File: config.mk
export PLATFORM = sky130hd
export DESIGN_NAME = id_ex_hazard_unit
export DESIGN_NICKNAME = d
export VERILOG_FILES = /design/src/rtl/id_ex_hazard_unit_pkg.sv /design/src/rtl/id_ex_hazard_unit.sv
export SDC_FILE = /design/constraint.sdc
export NUM_CORES = 1
export LEC_CHECK = 0
export CORE_AREA = 2 2 39 41
export CTS_CLUSTER_DIAMETER = 80
export DETAILED_ROUTE_END_ITERATION = 8
export DIE_AREA = 0 0 41 43
export PLACE_DENSITY = 0.72
export SLEW_MARGIN = 20
export SYNTH_ARGS = -nofsm -noshare
export SYNTH_HDL_FRONTEND = slang
export SYNTH_SLANG_ARGS = --single-unit
File: constraint.sdc
create_clock -name clk -period 1.85 [get_ports clk]
set_clock_uncertainty 0.1 [all_clocks]
set_input_delay 0.2775 -clock clk [delete_from_list [all_inputs] [get_ports clk]]
set_output_delay 0.2775 -clock clk [all_outputs]
set_load 0.02 [all_outputs]
File: src/rtl/id_ex_hazard_unit_pkg.sv
// Shared types for the ID/EX hazard unit: FSM encoding, register-index width
// and the canned control-output patterns.
package id_ex_hazard_unit_pkg;

  localparam int REG_W = 5;
  localparam logic [REG_W-1:0] REG_ZERO = 5'd0;
  localparam int LU_CNT_W = 3;

  typedef enum logic [1:0] {
    HZ_RUN      = 2'd0,
    HZ_LU_STALL = 2'd1,
    HZ_MEM_WAIT = 2'd2,
    HZ_BAD      = 2'd3
  } hz_state_e;

  typedef struct packed {
    logic pc_write;
    logic if_id_write;
    logic if_id_flush;
    logic id_ex_bubble;
    logic pipe_freeze;
  } hz_ctl_t;

  localparam hz_ctl_t CTL_RUN = '{1'b1, 1'b1, 1'b0, 1'b0, 1'b0};
  localparam hz_ctl_t CTL_BUB = '{1'b0, 1'b0, 1'b0, 1'b1, 1'b0};
  localparam hz_ctl_t CTL_JMP = '{1'b1, 1'b1, 1'b1, 1'b1, 1'b0};
  localparam hz_ctl_t CTL_MEM = '{1'b0, 1'b0, 1'b0, 1'b0, 1'b1};
  localparam hz_ctl_t CTL_RST = '{1'b0, 1'b0, 1'b1, 1'b1, 1'b0};

endpackage

File: src/rtl/id_ex_hazard_unit.sv
// ID/EX writer-side hazard control: load-use bubbles, jump squash, memory freeze.
// Optional HAZARD_STALL_CNT_EN adds a saturating stall_cycles performance counter.
module id_ex_hazard_unit
  import id_ex_hazard_unit_pkg::*;
#(
  parameter int LOAD_USE_CYCLES = 1,
  parameter int CNT_W           = 32
) (
  input  logic             clk,
  input  logic             rst_n,
  input  logic             id_valid,
  input  logic [REG_W-1:0] id_rs,
  input  logic [REG_W-1:0] id_rt,
  input  logic             id_uses_rt,
  input  logic             ex_mem_read,
  input  logic [REG_W-1:0] ex_rt,
  input  logic             ex_jump,
  input  logic             mem_stall_req,
  output logic             pc_write,
  output logic             if_id_write,
  output logic             if_id_flush,
  output logic             id_ex_bubble,
  output logic             pipe_freeze,
  output logic [1:0]       hz_state
`ifdef HAZARD_STALL_CNT_EN
  , output logic [CNT_W-1:0] stall_cycles
`endif
);

  localparam logic [LU_CNT_W-1:0] CNT_LOAD = LU_CNT_W'(LOAD_USE_CYCLES - 1);

  hz_state_e           st, st_nxt, eff;
  logic [LU_CNT_W-1:0] cnt, cnt_nxt;
  hz_ctl_t             ctl;
  logic                lu;

  assign lu = ex_mem_read & id_valid & (ex_rt != REG_ZERO) &
              ((ex_rt == id_rs) | (id_uses_rt & (ex_rt == id_rt)));

  always_ff @(posedge clk) begin
    if (!rst_n) begin
      st  <= HZ_RUN;
      cnt <= '0;
    end else begin
      st  <= st_nxt;
      cnt <= cnt_nxt;
    end
  end

  always_comb begin
    ctl     = CTL_RUN;
    st_nxt  = HZ_RUN;
    cnt_nxt = cnt;
    // leaving MEM_WAIT behaves as the state it interrupted, in the same cycle
    eff     = st;
    if (st == HZ_MEM_WAIT) eff = (cnt != '0) ? HZ_LU_STALL : HZ_RUN;
    if (!rst_n) begin
      ctl = CTL_RST;
    end else if (mem_stall_req) begin
      ctl    = CTL_MEM;
      st_nxt = HZ_MEM_WAIT;
    end else if (ex_jump) begin
      ctl     = CTL_JMP;
      cnt_nxt = '0;
    end else begin
      case (eff)
        HZ_LU_STALL: begin
          ctl     = CTL_BUB;
          cnt_nxt = cnt - 1'b1;
          st_nxt  = (cnt == LU_CNT_W'(1)) ? HZ_RUN : HZ_LU_STALL;
        end
        default: begin
          if (lu) begin
            ctl = CTL_BUB;
            if (LOAD_USE_CYCLES > 1) begin
              cnt_nxt = CNT_LOAD;
              st_nxt  = HZ_LU_STALL;
            end
          end
        end
      endcase
    end
  end

  assign pc_write     = ctl.pc_write;
  assign if_id_write  = ctl.if_id_write;
  assign if_id_flush  = ctl.if_id_flush;
  assign id_ex_bubble = ctl.id_ex_bubble;
  assign pipe_freeze  = ctl.pipe_freeze;
  assign hz_state     = st;

`ifdef HAZARD_STALL_CNT_EN
  always_ff @(posedge clk) begin
    if (!rst_n)                          stall_cycles <= '0;
    else if (!pc_write && !(&stall_cycles)) stall_cycles <= stall_cycles + 1'b1;
  end
`else
  logic [CNT_W-1:0] unused_cnt_w;
  assign unused_cnt_w = '0;
`endif

endmodule

==> results_dict.tcl <==
set metrics [dict create \
    drv_slew 0 \
    synth_fa_ha_area_share_pct 8.80 \
    die_w_um 41 \
    total_power_w 0.000350 \
    ys_warn_count 0 \
    rows 14 \
    crit_top_cell "ha_4" \
    hold_path_depth 3 \
    clk-insertion-delay-late_ns 0.24 \
    end_kind "primary output" \
    core_area_mm2 0.00138 \
    cts-root-buf "clkbuf_4" \
    worstPathMaxFanout 3 \
    fillerInstances 137 \
    synth_xor_area_share_pct 20.5 \
    setup_viol_count_final 3 \
    syn_avg_cell_area_um2 8.53 \
    synth_edf_count 0 \
    min_period_over_period_pct 106 \
    fmax_mhz 510 \
    overflow 0 \
    post-place-cells 104 \
    grt_max_degree 5 \
    port_buffers 28 \
    max_stage_delay_ns 0.33 \
    htreeDepth 1 \
    nets 121 \
    cp_num_buf_inv 2 \
    cts_sinks 5 \
    cts_tree "built" \
    r2r_cells 7 \
    drc 0 \
    synth-simple-area-share_pct 17.9 \
    p_leak_nw 0.372 \
    synth_compound_area_share_pct 22.3 \
    syn2layout_area_growth_pct 101 \
    ys_ff_latch 5 \
    vias 531 \
    tightest_slew_ns 0.423 \
    ys_seq_area_share_pct 23.5 \
    synth_nets 75 \
    cts_made_buffers 3 \
    outcome "complete, but fails checks" \
    maxCapViolCount 0 \
    seq_area_um2 103 \
    gp_congestion 0.647 \
    rsz0062_at_grt "yes" \
    track_usage_pct 17.5 \
    setup_slack_ns -0.110 \
    ios 29 \
    post-dp-hpwl_um 1090 \
    dieArea_mm2 0.00176 \
    place_ws_ns -0.820 \
    critPathTopFamily "flip-flops" \
    grt_pass1_vias 564 \
    drt-initial-drc-count 3 \
    wl_per_cell_um 12.0 \
    cp_num_cells 7 \
    final_cells 111 \
    drt-pass1-iter-count 2 \
    critPathSlowestCell "dfxtp_2" \
    power_density_mw_per_mm2 408 \
    die_h_um 43 \
    cp-start-kind "register" \
    cts.path.max_buffers 2 \
    synth_top_family_by_area "compound AO/OA/AOI/OAI gates" \
    synthMuxAreaShare_pct 0 \
    cp.arrival_ns 1.58 \
    n_antenna_cell 0 \
    final_antenna_net_count 0 \
    viasPerCell 4.78 \
    period_needed_ns 1.96 \
    hp-class "register to register" \
    multi_input_area_um2 344 \
    required_ns 1.47 \
    relSlewSlack_pct 71.7 \
    drive_gt1_share_pct 38.9 \
    path_class "register to primary output" \
    violations "setup timing" \
    synth_cells 50 \
    synth_cell_type_count 25 \
    hold_viol_final 0 \
    routed_wl_um 1330 \
    initial_core_util_pct 30.8 \
    path_cells "inv_2 -> ha_4 -> ha_4 -> nor3b_4 -> o31ai_2 -> o311ai_1 -> buf_2" \
    clkTransAtPathRegs_ns 0.04 \
    antenna_found_initial 0 \
    synth-main-ff-cell "dfxtp_1" \
    irDropWorstVdd_mv 0.270 \
    grt_pass1_wl_um 2120 \
    synthesis.area_um2 427 \
    async_reset_ff_share_pct 0 \
]
==> final timing paths <==
check	start	end	slack, ns
worst max-delay path	cnt[1]	id_ex_bubble	-0.11
worst max register to register	cnt[1]	cnt[0]	0.12
worst min-delay path	cnt[0]	cnt[0]	0.46
worst min register to register	cnt[0]	cnt[0]	0.46
==> cells in the final DEF, fill, tap and decap left out, types with 2 or more instances in the layout <==
cell / Yosys / layout
clkbuf_4: 0 / 3
and2_1: 2 / 2
xor2_1: 9 / 9
inv_1: 6 / 4
ha_4: 0 / 2
dfxtp_2: 0 / 2
buf_6: 0 / 2
buf_2: 0 / 6
inv_2: 0 / 2
buf_4: 1 / 14
clkdlybuf4s50_1: 0 / 9
dfxtp_1: 5 / 3
dlygate4sd2_1: 0 / 9
nor2_1: 4 / 4
==> Yosys cell counts, types with 2 or more instances <==
cell type  count  area (um^2)
o2bb2ai_1      2         17.5
nor2_1         4         15.0
and2_1         2         12.5
inv_1          6         22.5
dfxtp_1        5          100
xor2_1         9         78.8
ha_1           3         37.5
o21ai_0        2         10.0
==> metrics by stage <==
step	setup TNS, ns	util [%]	hold slack [ns]	area, um^2
2_1_floorplan	0	-	0.299	432
3_3_place_gp	-2.70	58.3	0.435	807
3_5_place_dp	-2.81	58.3	0.441	807
4_1_cts	-0.311	61.8	0.430	855
5_1_grt	-0.536	61.9	0.509	857
6_report	-0.327	61.9	0.461	857
==> power by group <==
part / leakage, nW / switching (W) / total, W / internal (W)
Sequential: 0.0416 / 0.00000102 / 0.000110 / 0.000109
Combinational: 0.315 / 0.0000482 / 0.000112 / 0.0000640
Clock: 0.0150 / 0.0000460 / 0.000128 / 0.0000816
Total: 0.372 / 0.0000952 / 0.000350 / 0.000255
==> flip-flops by register name (all words and copies together) (netlist names) <==
signal    flops
cnt           3
hz_state      2
==> timing repair <==
action                                  CTS  global route
pin swaps                                14             4
endpoints found under the setup margin    7             6
hold buffers                              0             0
gates cloned                              0             0
gates resized for setup                  60             3
setup buffers                             3             1
==> layout make-up <==
type | count | area share [%]
multi-input cells | 38 | 40.1
repair buffers | 42 | 39.9
flip-flops and latches | 5 | 12.0
clock buffers | 4 | 3.07
inverters | 6 | 2.63
well taps | 16 | 2.34
==> kinds of logic after synthesis <==
kind of cell    after synthesis
xor+xnor                     10
simple gates                 13
flops                         5
buf+inv                       7
fa+ha+maj                     3
compound gates               12
==> routing by layer <==
metal	vias up	global-route usage (%)	part of all wire, %
met5	-	0	0
met1	238	15.0	32
li1	266	-	-
met4	0	6.00	1.3
met2	25	34.1	58
met3	2	5.24	8.2
==> worst min-delay path: stages, from the launching register on <==
cell and delay (ns):
dfxtp_2 0.33, inv_2 0.05, nand2b_1 0.08, a21oi_1 0.07
Note: power is estimated with default switching activity, not from simulation.
